<file path="config.mk">
export PLATFORM = sky130hd
export DESIGN_NAME = train_sample_sequencer
export DESIGN_NICKNAME = d
export VERILOG_FILES = /design/src/rtl/train_sample_sequencer.sv
export SDC_FILE = /design/constraint.sdc
export NUM_CORES = 1
export LEC_CHECK = 0
export CORE_UTILIZATION = 40
export DETAILED_ROUTE_END_ITERATION = 7
export DONT_BUFFER_PORTS = 1
export PLACE_DENSITY = 0.52
export SLEW_MARGIN = 20
export SYNTH_ARGS = -nofsm -noshare
export SYNTH_HDL_FRONTEND = slang
export SYNTH_SLANG_ARGS = --single-unit
</file>
<file path="constraint.sdc">
create_clock -name clk -period 7.8 [get_ports clk]
set_input_delay 1.17 -clock clk [delete_from_list [all_inputs] [get_ports clk]]
set_output_delay 1.17 -clock clk [all_outputs]
set_load 0.02 [all_outputs]
</file>
<file path="src/rtl/train_sample_sequencer.sv">
// Host driver for one output-layer MatMul stage: forward pass, capture, backprop, capture, done.
// Latency: 1 issue cycle + MatMul forward wait + 1 ack + backprop wait + 1 ack + 1 done cycle.
// Backpressure: waits on mm_valid per phase; watchdog abort built only with TRAIN_SEQ_TIMEOUT_EN.
module train_sample_sequencer #(
    parameter int PK_WIDTH    = 7,
    parameter int PK_LEN      = 9,
    parameter int TIMEOUT_CYC = 64
) (
    input  logic                         clk,
    input  logic                         reset,
    input  logic                         start,
    input  logic [PK_WIDTH*PK_LEN-1:0]   sample_in,
    input  logic [PK_WIDTH*PK_LEN-1:0]   target_in,
    output logic                         busy,
    output logic                         done,
    output logic                         timeout,
    output logic [PK_WIDTH*PK_LEN-1:0]   result_out,
    output logic [PK_WIDTH*PK_LEN-1:0]   delta_out,
    output logic [9:0]                   err_sum,
    output logic [15:0]                  sample_cnt,
    output logic                         mm_mult,
    output logic                         mm_backprop,
    output logic                         mm_ack,
    output logic                         mm_output_layer,
    output logic [PK_WIDTH*PK_LEN-1:0]   mm_data_out,
    input  logic                         mm_valid,
    input  logic [PK_WIDTH*PK_LEN-1:0]   mm_data_in
);

    localparam int VW = PK_WIDTH * PK_LEN;
    localparam int DW = 11;

    typedef enum logic [2:0] {
        S_IDLE,
        S_ISSUE_FWD,
        S_WAIT_FWD,
        S_ACK_FWD,
        S_WAIT_BACK,
        S_ACK_BACK,
        S_DONE
    } state_t;

    state_t          r_state;
    state_t          w_next;
    logic [VW-1:0]   r_sample;
    logic [VW-1:0]   r_target;
    logic [VW-1:0]   r_result;
    logic [VW-1:0]   r_delta;
    logic [9:0]      r_err_sum;
    logic [15:0]     r_sample_cnt;

`ifdef TRAIN_SEQ_TIMEOUT_EN
    localparam int            TW       = $clog2(TIMEOUT_CYC + 1);
    localparam logic [TW-1:0] TMO_LAST = TW'(TIMEOUT_CYC - 1);
    logic [TW-1:0]   r_tmo_cnt;
    logic            r_timeout;
    logic            w_tmo_hit;
`endif

    always_ff @(posedge clk) begin
        if (!reset) r_state <= S_IDLE;
        else        r_state <= w_next;
    end

    always_comb begin
        w_next      = r_state;
        busy        = (r_state != S_IDLE);
        done        = 1'b0;
        mm_mult     = 1'b0;
        mm_backprop = 1'b0;
        mm_ack      = 1'b0;
        mm_data_out = '0;
`ifdef TRAIN_SEQ_TIMEOUT_EN
        w_tmo_hit   = 1'b0;
`endif
        case (r_state)
            S_IDLE: begin
                if (start) w_next = S_ISSUE_FWD;
            end
            S_ISSUE_FWD: begin
                mm_mult     = 1'b1;
                mm_data_out = r_sample;
                w_next      = S_WAIT_FWD;
            end
            S_WAIT_FWD: begin
                mm_data_out = r_sample;
                if (mm_valid) w_next = S_ACK_FWD;
`ifdef TRAIN_SEQ_TIMEOUT_EN
                else if (r_tmo_cnt == TMO_LAST) begin
                    w_tmo_hit = 1'b1;
                    w_next    = S_IDLE;
                end
`endif
            end
            S_ACK_FWD: begin
                mm_ack = 1'b1;
                w_next = S_WAIT_BACK;
            end
            S_WAIT_BACK: begin
                // backprop stays high until valid so the stage sees it after its F' cycle
                mm_data_out = r_target;
                mm_backprop = 1'b1;
                if (mm_valid) w_next = S_ACK_BACK;
`ifdef TRAIN_SEQ_TIMEOUT_EN
                else if (r_tmo_cnt == TMO_LAST) begin
                    w_tmo_hit = 1'b1;
                    w_next    = S_IDLE;
                end
`endif
            end
            S_ACK_BACK: begin
                mm_ack = 1'b1;
                w_next = S_DONE;
            end
            S_DONE: begin
                done   = 1'b1;
                w_next = S_IDLE;
            end
            default: w_next = S_IDLE;
        endcase
    end

    logic signed [DW-1:0] w_lane_a;
    logic signed [DW-1:0] w_lane_y;
    logic signed [DW-1:0] w_diff;
    logic        [DW-1:0] w_abs;
    logic        [DW:0]   w_abs_sum;
    logic        [9:0]    w_err_sat;

    // per-lane |a - y| at 11-bit signed width, summed, then clamped to the 10-bit output
    always_comb begin
        w_lane_a  = '0;
        w_lane_y  = '0;
        w_diff    = '0;
        w_abs     = '0;
        w_abs_sum = '0;
        for (int i = 0; i < PK_LEN; i++) begin
            w_lane_a  = {{(DW-PK_WIDTH){r_result[i*PK_WIDTH+PK_WIDTH-1]}},
                         r_result[i*PK_WIDTH +: PK_WIDTH]};
            w_lane_y  = {{(DW-PK_WIDTH){r_target[i*PK_WIDTH+PK_WIDTH-1]}},
                         r_target[i*PK_WIDTH +: PK_WIDTH]};
            w_diff    = w_lane_a - w_lane_y;
            w_abs     = w_diff[DW-1] ? -w_diff : w_diff;
            w_abs_sum = w_abs_sum + {1'b0, w_abs};
        end
        w_err_sat = (w_abs_sum > (DW+1)'(1023)) ? 10'd1023 : w_abs_sum[9:0];
    end

    always_ff @(posedge clk) begin
        if (!reset) begin
            r_sample     <= '0;
            r_target     <= '0;
            r_result     <= '0;
            r_delta      <= '0;
            r_err_sum    <= '0;
            r_sample_cnt <= '0;
        end else begin
            if (r_state == S_IDLE && start) begin
                r_sample <= sample_in;
                r_target <= target_in;
            end
            if (r_state == S_WAIT_FWD && mm_valid)  r_result <= mm_data_in;
            if (r_state == S_ACK_FWD)               r_err_sum <= w_err_sat;
            if (r_state == S_WAIT_BACK && mm_valid) r_delta <= mm_data_in;
            if (r_state == S_DONE)                  r_sample_cnt <= r_sample_cnt + 16'd1;
        end
    end

`ifdef TRAIN_SEQ_TIMEOUT_EN
    // wait states are never adjacent, so clearing outside them clears on each entry
    always_ff @(posedge clk) begin
        if (!reset) begin
            r_tmo_cnt <= '0;
            r_timeout <= 1'b0;
        end else begin
            if (r_state == S_WAIT_FWD || r_state == S_WAIT_BACK) r_tmo_cnt <= r_tmo_cnt + 1'b1;
            else                                                 r_tmo_cnt <= '0;
            if (r_state == S_IDLE && start) r_timeout <= 1'b0;
            else if (w_tmo_hit)             r_timeout <= 1'b1;
        end
    end
    assign timeout = r_timeout;
`else
    assign timeout = 1'b0;
`endif

    assign result_out      = r_result;
    assign delta_out       = r_delta;
    assign err_sum         = r_err_sum;
    assign sample_cnt      = r_sample_cnt;
    assign mm_output_layer = 1'b1;

endmodule

</file>
=== After elaboration in Yosys (flattened, before gate mapping) ===
Cells that the tools add are included.
Widths: inputs -> output; s select.

* Register bits: 281
* Bits of input ports: 193
* Output and inout bits: 222
* Logic and storage cells: 71

* Add/subtract/negate cells: 27
* Order comparisons: 1
* Equal/unequal tests: 9
* Multiplexer cells: 19
* Reductions and logical operators: 8

{| class="wikitable"
|+ Operators with widths
! kind !! number
|-
| $pmux 63 s2 || 1
|-
| $mux 11 || 9
|-
| $neg 8->11 || 9
|-
| $add 12x11->12 || 7
|-
| $sub 7x7->8 || 9
|-
| $pmux 3 s6 || 1
|-
| $add 16x1->16 const B || 1
|-
| $add 11x11->12 || 1
|-
| $gt 12x10->1 const B || 1
|-
| $mux 10 || 1
|-
| $eq 3x3->1 const B || 3
|-
| $mux 3 || 3
|-
| $eq 3x2->1 const B || 2
|-
| $ne 2x2->1 const B || 3
|-
| $mux 1 || 4
|-
| $reduce_or 2->1 || 2
|-
| $eq 3x1->1 const B || 1
|-
| $logic_and 1x1->1 || 3
|-
| $logic_not 3->1 || 1
|-
| $reduce_and 3->1 || 1
|-
| $reduce_bool 3->1 || 1
|}

=== Logic depth before layout (Yosys ltp) ===
Gate-level depths: netlist (run 1).

* Word-level depth: 13
* Gate-level depth with buffers: 26
* Mapped depth without buffers: 25

=== Worst setup path after synthesis (run 1) ===
Ideal clock, no wire load.

* Kind: reg-to-reg
* From: reg r_result[57], in the netlist result_out[57]
* To: reg r_err_sum[0], in the netlist err_sum[0]
* Setup time: 0.139 ns
* Data arrival time: 5.577 ns
* Data required time: 7.661 ns
* Setup slack: 2.084 ns
* Stages on the path, launching flop included: 25
* Path buffers: 0
* Period minus slack after synthesis: 5.716 ns
* Path through: dfxtp_1 ha_1 nor2b_1 o311ai_2 a21oi_1 o22ai_2 nor2b_1 xnor2_1 fa_1 inv_1 fa_1 inv_1 fa_1 inv_1 fa_1 inv_1 ha_1 inv_1 fa_1 nor2b_1 o31a_1 o21ai_1 nand2b_1 mux2i_2 a31oi_1

* Cells in the longest elaborated chain, start to end: 6

{| class="wikitable"
|+ Ends and longest elaborated chain
! what !! line !! source
|-
| from (decl) || 47 || <nowiki>logic [VW-1:0] r_result;</nowiki>
|-
| from (signal assigned) || 162 || <nowiki>if (r_state == S_WAIT_FWD && mm_valid) r_result <= mm_data_in;</nowiki>
|-
| $sub 7x7->8 (*) || 142 || <nowiki>w_diff = w_lane_a - w_lane_y;</nowiki>
|-
| $neg 8->11 || 143 || <nowiki>w_abs = w_diff[DW-1] ? -w_diff : w_diff;</nowiki>
|-
| $mux 11 (*) || 143 ||
|-
| $add 12x11->12 (*) || 144 || <nowiki>w_abs_sum = w_abs_sum + {1'b0, w_abs};</nowiki>
|-
| $gt 12x10->1 || 146 || <nowiki>w_err_sat = (w_abs_sum > (DW+1)'(1023)) ? 10'd1023 : w_abs_sum[9:0];</nowiki>
|-
| $mux 10 (*) || 146 ||
|-
| to (signal assigned) || 163 || <nowiki>if (r_state == S_ACK_FWD) r_err_sum <= w_err_sat;</nowiki>
|-
| to (decl) || 49 || <nowiki>logic [9:0] r_err_sum;</nowiki>
|}

Every way passes the cells marked *; elsewhere a longest branch is shown, timed or not.
A chain may end at the register's enable or synchronous reset.

=== Worst setup path after layout (run 1) ===
* From: reg r_result[58], in the netlist result_out[58]
* To: reg r_err_sum[0], in the netlist err_sum[0]

The elaborated chain is that of the path after synthesis.

==> results of run 1 <==
## stage by stage
step	instance area, sq um	util	setup slack, ns	hold slack, ns	cells
2_1_floorplan	17300	-	2.08	0.443	2096
3_3_place_gp	17600	0.417	1.55	0.448	2536
3_5_place_dp	17600	0.417	1.48	0.455	2536
4_1_cts	18600	0.442	1.45	0.463	2592
5_1_grt	18600	0.442	1.04	0.480	2592
6_report	18600	0.442	1.44	0.460	2592
## state kept, by name, summed over array words and instances, names as in the netlist
signal and flops:
sample_cnt 16, r_target 63, result_out 63, r_sample 63, delta_out 63, r_state 3, err_sum 10
## kinds of logic after synthesis
kind of cell | share of synthesized area
and+or+nand+nor | 0.180
muxes | 0.00624
xor gates and xnor gates | 0.0534
adders and majority gates | 0.157
buffers and inverters | 0.0690
DFF | 0.326
AOI/OAI and AO/OA | 0.207
other | 0.000436
## cells in the final DEF, fill, tap and decap left out, types with 15 or more instances in the layout
master	instances
nor3_1	22
conb_1	29
ha_1	85
o21ai_0	33
a21oi_1	45
xnor2_1	65
nor2_1	62
a22o_1	63
xor2_1	40
a21boi_0	244
nand3_1	17
dfxtp_1	281
inv_1	186
nand2_1	535
clkbuf_16	34
fa_1	82
a31oi_1	15
nor2b_1	16
## final cells by class
type                            count  area [sq um]
Fill cell                        4260         23600
Timing Repair Buffer                7          52.6
Multi-Input combinational cell   1523         10600
Clock inverter                      8          61.3
Tap cell                          539           674
Clock buffer                       48           973
Sequential cell                   281          5630
Inverter                          186           698
## path summary, 6_finish.rpt
kind                               endpoint  cells after the start  slack, ns                         from
setup / recovery    err_sum[0]$_SDFFE_PN0P_                     24       1.44  result_out[58]$_SDFFE_PN0P_
setup reg to reg    err_sum[0]$_SDFFE_PN0P_                     24       1.44  result_out[58]$_SDFFE_PN0P_
hold reg to reg   r_sample[23]$_SDFFE_PN0P_                      2       0.46    r_sample[23]$_SDFFE_PN0P_
hold / removal    r_sample[23]$_SDFFE_PN0P_                      2       0.46    r_sample[23]$_SDFFE_PN0P_
## worst register-to-register path, delay by kind of cell (launching register included)
kind / cells / cell delay (ns)
DFF: 1 / 0.55
AOI/OAI and AO/OA: 6 / 0.91
muxes: 1 / 0.51
adders and majority gates: 7 / 2.99
xor gates and xnor gates: 1 / 0.11
buffers and inverters: 5 / 0.32
and+or+nand+nor: 4 / 0.83
## per-layer routing
metal,GRT usage,vias up
met5,0,-
met4,0.0463,2
met3,0.0700,38
met2,0.346,344
met1,0.280,6327
li1,-,6702
==> results by group, run 1 <==
Status
  – Status: finished clean

Routing
  – WL met1: 21.5 mm
  – Top Metal Used: met5
  – DRC: 0
  – Initial drt markers: a little over 700
  – Wire per inst: approximately 18 microns
  – Via count: between 10000 and 15000
  – Metal3 WL: 4.01 mm
  – Via density: slightly above 5
  – Post-route ant nets: 0
  – Final WL: roughly 48 mm
  – Detailed-router iteration count before antenna repair: 5
  – Met2 wire len: approximately 22 mm

Timing
  – Worst-margin pin slew: 0.930 ns
  – Max Clock Freq: 157 MHz
  – Max-slew violation count: 0
  – Unrepaired setup endpoints after global routing: false
  – Setup TNS: 0 ns
  – Final period util: 0.816
  – Final setup viols: 0
  – Max_slew headroom: 0.380
  – Worst Skew: between 0.02 and 0.03 ns
  – Final Hold Fails: 0
  – Crit path time final: ~6.4 ns

Clock tree
  – Clock transition at path regs: approximately 0.060 ns
  – Post_cts resized: 0
  – TritonCTS Buffers: 34
  – Max Root-Sink Buffers: 3
  – Hold buffers post-CTS: 0
  – # H-tree levels: 2
  – Clock Latency Late Sink: 0.54 ns
  – Total clock sinks: 281
  – Setup bufs post-CTS: 0
  – Root Driver: clkbuf_16
  – TritonCTS clock tree: done

Die
  – # IOs: approximately 420
  – Initial Util: 0.408
  – Die Footprint: 43900 sq um
  – Chip height: around 210 microns
  – Core box area: between 40000 and 50000 sq um
  – Die X: between 200 and 250 microns
  – # rows: 75

Synth
  – Largest area contributor in the netlist: dfxtp_1
  – Syn Area/Cell: about 8.3 sq um
  – Most numerous cell in the Yosys netlist: nand2_1
  – Ys Warns: 0
  – Synthesized flop and latch total: between 200 and 300
  – Synth top area cells: dfxtp_1 (33%), nand2_1 (12%), a21boi_0 (11%), fa_1 (9.5%), ha_1 (6.2%)
  – Seq/Total Area, Yosys: 0.326
  – Synth Instances: around 2100
  – Ys async rst share: 0
  – Synthesized area: 17200 sq um
  – Synth Flop Type: dfxtp_1
  – Post-synth EDFFs: 0
  – Top-area cell type share of the netlist area: 0.326
  – Count of different cell masters after synthesis: 71
  – Commonest cells post-synth: nand2_1 (537), dfxtp_1 (281), a21boi_0 (244)

Worst setup path
  – Kind of cell adding the most delay to the critical path: adder cells
  – Setup crit end kind: flip-flop
  – Cells along the critical path: ha_1 -> or2_2 -> o311ai_2 -> a21oi_1 -> o22ai_2 -> nor2b_1 -> xnor2_1 -> fa_1 -> inv_1 -> fa_1 -> inv_1 -> fa_1 -> inv_1 -> fa_1 -> inv_1 -> ha_1 -> inv_1 -> fa_1 -> nor2b_1 -> o31a_1 -> o21ai_1 -> nand2b_1 -> mux2i_2 -> a31oi_1
  – Setup CP Type: reg2reg
  – Arr. time, crit path: 6.77 ns
  – Crit path launch type: flip-flop
  – Worst Path Max Fanout: 10
  – Worst path buffer plus inverter count: 5
  – Critical Path Max Stage Delay: approximately 0.55 ns
  – Slowest cell on crit path: dfxtp_1
  – Worst Path Required: approximately 8.2 ns

Placement
  – IO Port Bufs: 0
  – DP HPWL: roughly 36 mm
  – Routability Congestion: just over 0.8

Global routing
  – Congestion Overflow GR: 0
  – Gr usage total: 0.215
  – Initial antenna violation count: 1
  – First-pass GRT wire length: around 75 mm
  – Vias in the first global route: 13300
  – Largest net degree at the start of global routing: 282

Cells and area
  – N_diodes: 0
  – Layout area overhead: 8.20%
  – Layout cells sized above 1: 0.0438
  – Final nets: 2393

Min path
  – Hold WC Path Type: reg2reg

Flow run
  – Max_cap viols: 0
Power of run 1 is left out: the tool's default activity adds up to more than one toggle a clock period on the data nets, which glitch-free logic cannot reach.
==> run 2, diff against run 1 <==
PLACE_DENSITY = 0.54   (was 0.52)
clock period = 5.5 ns   (was 7.8 ns; I/O delays follow)
==> run 2 against run 1 <==
Compared with the run above: setup slack worse by 1.5 ns; first-iteration DRC count is 7.2% higher; highest routed layer unchanged; routed wire length is 12% higher; maximum frequency up 14%; sequential cell count stayed put; count of clock-buffer cells in the layout rose by 3; critical path depth is 1 higher; the run now ends with negative setup slack left; register-to-register slack got worse by 1.5 ns; worst hold slack worse by 0.069 ns; design area up 16%; clock skew grew 0.0055 ns.
==> results by group, run 2 (synthesis results as in run 1) <==
Worst setup path
  – Setup crit end kind: flip-flop
  – R2r setup slk: -0.09 ns
  – Worst Path Required: 5.91 ns
  – Crit path launch type: flip-flop
  – Worst Path Max Fanout: 5
  – Arr. time, crit path: approximately 6.0 ns
  – Setup CP Type: reg2reg
  – R2R depth: 25
  – FF-to-FF End: err_sum[6]$_SDFFE_PN0P_
  – Worst R2R Start: result_out[14]$_SDFFE_PN0P_

Cells and area
  – Layout cells sized above 1: 0.230
  – Commonest non-fill, non-tap cell in the layout: nand2_1
  – Layout area overhead: 26.0%
  – Sequential cell area: 5650 sq um
  – Layout fillers: approximately 4000
  – Multi-input combinational cell area: around 11000 sq um
  – Post-layout util: 0.514
  – Final nets: approximately 2700
  – Most frequent cells in the layout: nand2_1 (535), buf_4 (282), dfxtp_1 (263)
  – N_diodes: 0
  – Design area: ~22000 sq um

Timing
  – Max Clock Freq: between 150 and 200 MHz
  – Final setup viols: 10
  – Worst Skew: about 0.032 ns
  – Final Hold Fails: 0
  – Setup TNS: -0.740 ns
  – Max_slew headroom: 0.320
  – Final period util: 1.02
  – Max-slew violation count: 0
  – Crit path time final: ~5.6 ns
  – Worst-margin pin slew: slightly above 1 ns
  – Hold WS: about 0.4 ns
  – Unrepaired setup endpoints after global routing: true
  – Final WS setup: -0.0911 ns

Placement
  – IO Port Bufs: 0
  – DP HPWL: between 30 and 40 mm
  – Routability Congestion: ~0.86
  – Placed cell areas: roughly 20000 sq um

Clock tree
  – Hold buffers post-CTS: 0
  – Clock transition at path regs: about 0.070 ns
  – Root Driver: clkbuf_16
  – TritonCTS clock tree: done
  – TritonCTS Buffers: 34
  – Max Root-Sink Buffers: 3
  – Clock Latency Late Sink: ~0.56 ns
  – # H-tree levels: 2
  – Total clock sinks: around 280

Global routing
  – Gr usage total: 0.244
  – Initial antenna violation count: 2
  – Largest net degree at the start of global routing: ~280
  – Vias in the first global route: 14900
  – Congestion Overflow GR: 0
  – First-pass GRT wire length: approximately 83 mm

Die
  – Chip height: roughly 210 microns
  – Initial Util: 0.408
  – Core box area: between 40000 and 50000 sq um
  – Die Footprint: 43900 sq um
  – # IOs: about 420
  – # rows: between 70 and 80
  – Die X: approximately 210 microns

Routing
  – Detailed-router iteration count before antenna repair: 5
  – Wire per inst: ~19 microns
  – DRC: 0
  – Post-route ant nets: 0
  – Via density: 5.11
  – Final WL: roughly 54 mm
  – Initial drt markers: between 700 and 800
  – Via count: approximately 15000

Min path
  – Hold path depth: 1
  – Hold WC Path Type: in2reg
  – Min-delay src: reset
  – Hold Path End: sample_cnt[6]$_SDFFE_PN0P_

Flow run
  – Max_cap viols: 0

Status
  – Status: complete, but fails checks
  – Failing checks: negative setup slack
==> run 2: changes by cell type in the layout (fill, tap and decap cells not counted), moves of 18 or more <==
cell,delta
inv_2,+26
inv_1,-26
xnor2_1,-26
xnor2_2,+22
buf_4,+275
dfxtp_1,-18
ha_1,-18
==> run 2: worst max-delay path, stage by stage (launching register included) <==
cell and delay (ns):
dfxtp_2 0.32, inv_2 0.06, ha_4 0.13, inv_2 0.04, fa_2 0.35, a21o_1 0.22
a21oi_4 0.16, xnor2_2 0.12, nor3_2 0.23, nor2_2 0.08, xor2_2 0.18, fa_1 0.55
inv_2 0.05, fa_1 0.51, fa_1 0.56, inv_2 0.04, fa_1 0.49, inv_2 0.05
ha_4 0.25, a21o_1 0.17, a21oi_2 0.18, a21oi_2 0.09, o21a_1 0.22, nor3_4 0.19
buf_6 0.15, a31oi_1 0.08
==> run 2: per-layer routing <==
metal,track usage,vias to the layer above,share of wire
met3,0.0545,72,0.058
li1,-,7251,-
met5,0,-,0.00035
met4,0.0690,4,0.022
met2,0.416,325,0.49
met1,0.308,7026,0.43
==> run 2: what timing repair did <==
item / CTS / global route
pin swaps: 107 / 43
resized for setup: 118 / 64
cloned: 2 / 0
setup buffers: 24 / 10
endpoints found under the setup margin: 10 / 10
==> run 2: layout make-up <==
| type | instances | area share |
|---|---|---|
| Clock buffer | 51 | 0.0459 |
| Clock inverter | 3 | 0.00184 |
| Sequential cell | 281 | 0.260 |
| Multi-Input combinational cell | 1524 | 0.529 |
| Timing Repair Buffer | 286 | 0.100 |
| Inverter | 186 | 0.0321 |
| Tap cell | 539 | 0.0310 |
==> run 2: how the worst max path moves through the flow <==
| stage | startpoint | to | slack [ns] | cells past startpoint |
|---|---|---|---|---|
| 6_report | result_out[14]$_SDFFE_PN0P_ | err_sum[6]$_SDFFE_PN0P_ | -0.09 | 25 |
| 5_1_grt | result_out[14]$_SDFFE_PN0P_ | err_sum[6]$_SDFFE_PN0P_ | -0.33 | 25 |
| 4_1_cts | r_target[49]$_SDFFE_PN0P_ | err_sum[7]$_SDFFE_PN0P_ | -0.1 | 24 |
| 3_5_place_dp | r_target[49]$_SDFFE_PN0P_ | err_sum[2]$_SDFFE_PN0P_ | -0.39 | 23 |
| 3_3_place_gp | r_target[49]$_SDFFE_PN0P_ | err_sum[9]$_SDFFE_PN0P_ | -0.27 | 23 |
| 2_1_floorplan | result_out[58]$_SDFFE_PN0P_ | err_sum[0]$_SDFFE_PN0P_ | 0.0009 | 24 |
==> run 2: per-stage QoR <==
stage,instances,setup WS [ns]
global route,2870,-0.333
detailed placement,2780,-0.389
finish,2870,-0.0911
floorplan,2096,0.000939
global placement,2780,-0.272
CTS,2859,-0.0971
Power of run 2 is left out for the same reason.
==> run 3, diff against run 2 <==
CORE_MARGIN = 3   (was unset)
==> run 3 against run 2 <==
Compared with the run above: register-to-register slack improved by 0.05 ns; the run still ends with negative setup slack left; global-route usage fell by 1.3 points; cell count did not move; critical endpoint is now err_sum[1]$_SDFFE_PN0P_; maximum frequency rose by 0.88%; setup slack improved by 0.049 ns; critical path depth did not move; via count barely moved; design area fell by 0.33%; worst hold slack improved by 0.034 ns; first-iteration DRC count fell by 3.8%; routed wire length rose by 0.87%.
==> results by group, run 3 (synthesis results as in run 1) <==
Status
  – Status: complete, but fails checks
  – Failing checks: negative setup slack

Cells and area
  – Layout cells sized above 1: 0.228
  – Commonest non-fill, non-tap cell in the layout: nand2_1
  – Post-layout util: 0.513
  – Final nets: between 2000 and 3000
  – Layout area overhead: 25.6%
  – Most frequent cells in the layout: nand2_1 (535), buf_4 (276), dfxtp_1 (262)

Worst setup path
  – Setup CP Type: reg2reg
  – Worst R2R Start: r_target[15]$_SDFFE_PN0P_
  – FF-to-FF End: err_sum[1]$_SDFFE_PN0P_
  – Worst Path Max Fanout: 5
  – Crit path launch type: flip-flop
  – Setup crit end kind: flip-flop
  – R2r setup slk: -0.04 ns
  – Arr. time, crit path: ~5.9 ns
  – R2R depth: 25
  – Worst Path Required: just under 6 ns

Routing
  – Via count: ~15000
  – Wire per inst: 18.9 microns
  – Via density: between 5 and 6
  – Initial drt markers: roughly 730
  – Post-route ant nets: 0
  – DRC: 0
  – Detailed-router iteration count before antenna repair: 5
  – Final WL: ~54 mm

Global routing
  – Initial antenna violation count: 2
  – First-pass GRT wire length: 82.5 mm
  – Vias in the first global route: roughly 15000
  – Largest net degree at the start of global routing: around 280
  – Congestion Overflow GR: 0
  – Gr usage total: 0.231

Timing
  – Setup TNS: -0.323 ns
  – Final setup viols: 10
  – Final period util: 1.01
  – Final WS setup: -0.0423 ns
  – Hold WS: about 0.42 ns
  – Unrepaired setup endpoints after global routing: true
  – Crit path time final: ~5.5 ns
  – Worst-margin pin slew: between 1 and 1.5 ns
  – Max-slew violation count: 0
  – Max_slew headroom: 0.291
  – Worst Skew: 0.0241 ns
  – Max Clock Freq: 180 MHz
  – Final Hold Fails: 0

Clock tree
  – Max Root-Sink Buffers: 3
  – Clock transition at path regs: 0.07 ns
  – Total clock sinks: 281
  – TritonCTS clock tree: done
  – Root Driver: clkbuf_16
  – TritonCTS Buffers: 34
  – # H-tree levels: 2
  – Clock Latency Late Sink: 0.54 ns

Die
  – Initial Util: 0.408
  – # rows: 75
  – Chip height: ~210 microns
  – Core box area: 42200 sq um
  – Die Footprint: 45600 sq um
  – Die X: ~210 microns
  – # IOs: between 400 and 500

Min path
  – Min-delay src: mm_data_in[7]
  – Hold path depth: 2
  – Hold WC Path Type: in2reg
  – Hold Path End: delta_out[7]$_SDFFE_PN0P_

Placement
  – Routability Congestion: about 0.84
  – DP HPWL: 40.3 mm
  – Post-placement worst setup slack: -0.346 ns
  – IO Port Bufs: 0

Flow run
  – Max_cap viols: 0
==> run 3: worst max-delay path, stage by stage, from the launching register on <==
cell,delay (ns)
dfxtp_1,0.33
inv_1,0.08
ha_1,0.28
nand2b_1,0.09
a21oi_2,0.18
o211ai_1,0.11
a41oi_2,0.32
nor2_1,0.10
xor2_1,0.17
fa_1,0.54
fa_1,0.50
inv_1,0.05
fa_1,0.55
inv_2,0.04
fa_1,0.46
inv_2,0.08
ha_4,0.13
inv_1,0.05
fa_2,0.34
nor2b_2,0.14
o31a_1,0.17
o21ai_1,0.06
nand2b_1,0.08
buf_6,0.13
mux2i_4,0.29
a31oi_1,0.11
==> run 3: how the worst max path moves through the flow <==
| stage | startpoint | slack [ns] | to |
|---|---|---|---|
| after floorplan | result_out[58]$_SDFFE_PN0P_ | 0.0009 | err_sum[0]$_SDFFE_PN0P_ |
| after global routing | result_out[35]$_SDFFE_PN0P_ | -0.26 | err_sum[9]$_SDFFE_PN0P_ |
| after global placement | r_target[49]$_SDFFE_PN0P_ | -0.26 | err_sum[6]$_SDFFE_PN0P_ |
| after detailed placement | r_target[49]$_SDFFE_PN0P_ | -0.35 | err_sum[3]$_SDFFE_PN0P_ |
| final | r_target[15]$_SDFFE_PN0P_ | -0.04 | err_sum[1]$_SDFFE_PN0P_ |
| after CTS | r_target[49]$_SDFFE_PN0P_ | -0.10 | err_sum[1]$_SDFFE_PN0P_ |
==> run 3: timing repair <==
item / in CTS / in global routing
pin swaps: 102 / 78
cloned: 2 / 0
resized for setup: 100 / 66
hold buffers: 0 / 0
buffers inserted: 18 / 12
setup endpoints to repair: 10 / 10
==> run 3: area by class of cell <==
class | instances | area, sq um
flip-flops and latches | 281 | 5650
fillers | 4040 | 20600
clock buffers | 50 | 1030
repair buffers | 280 | 2120
inverters | 186 | 698
well taps | 539 | 674
diodes | 3 | 7.51
clock inverters | 7 | 114
multi-input cells | 1524 | 11400
==> run 3: per-stage QoR <==
| step | std cells | instance area, sq um |
|---|---|---|
| 6_report | 2870 | 21600 |
| 5_1_grt | 2868 | 21600 |
| 4_1_cts | 2855 | 21300 |
| 3_5_place_dp | 2778 | 19500 |
| 3_3_place_gp | 2778 | 19500 |
| 2_1_floorplan | 2096 | 17500 |
==> run 3: routing by layer <==
layer / track usage / wire length, microns
met1: 0.289 / 23000
met4: 0.0677 / 1390
met3: 0.0638 / 3680
met2: 0.391 / 26100
met5: 0 / 0
Power of run 3 is left out for the same reason.
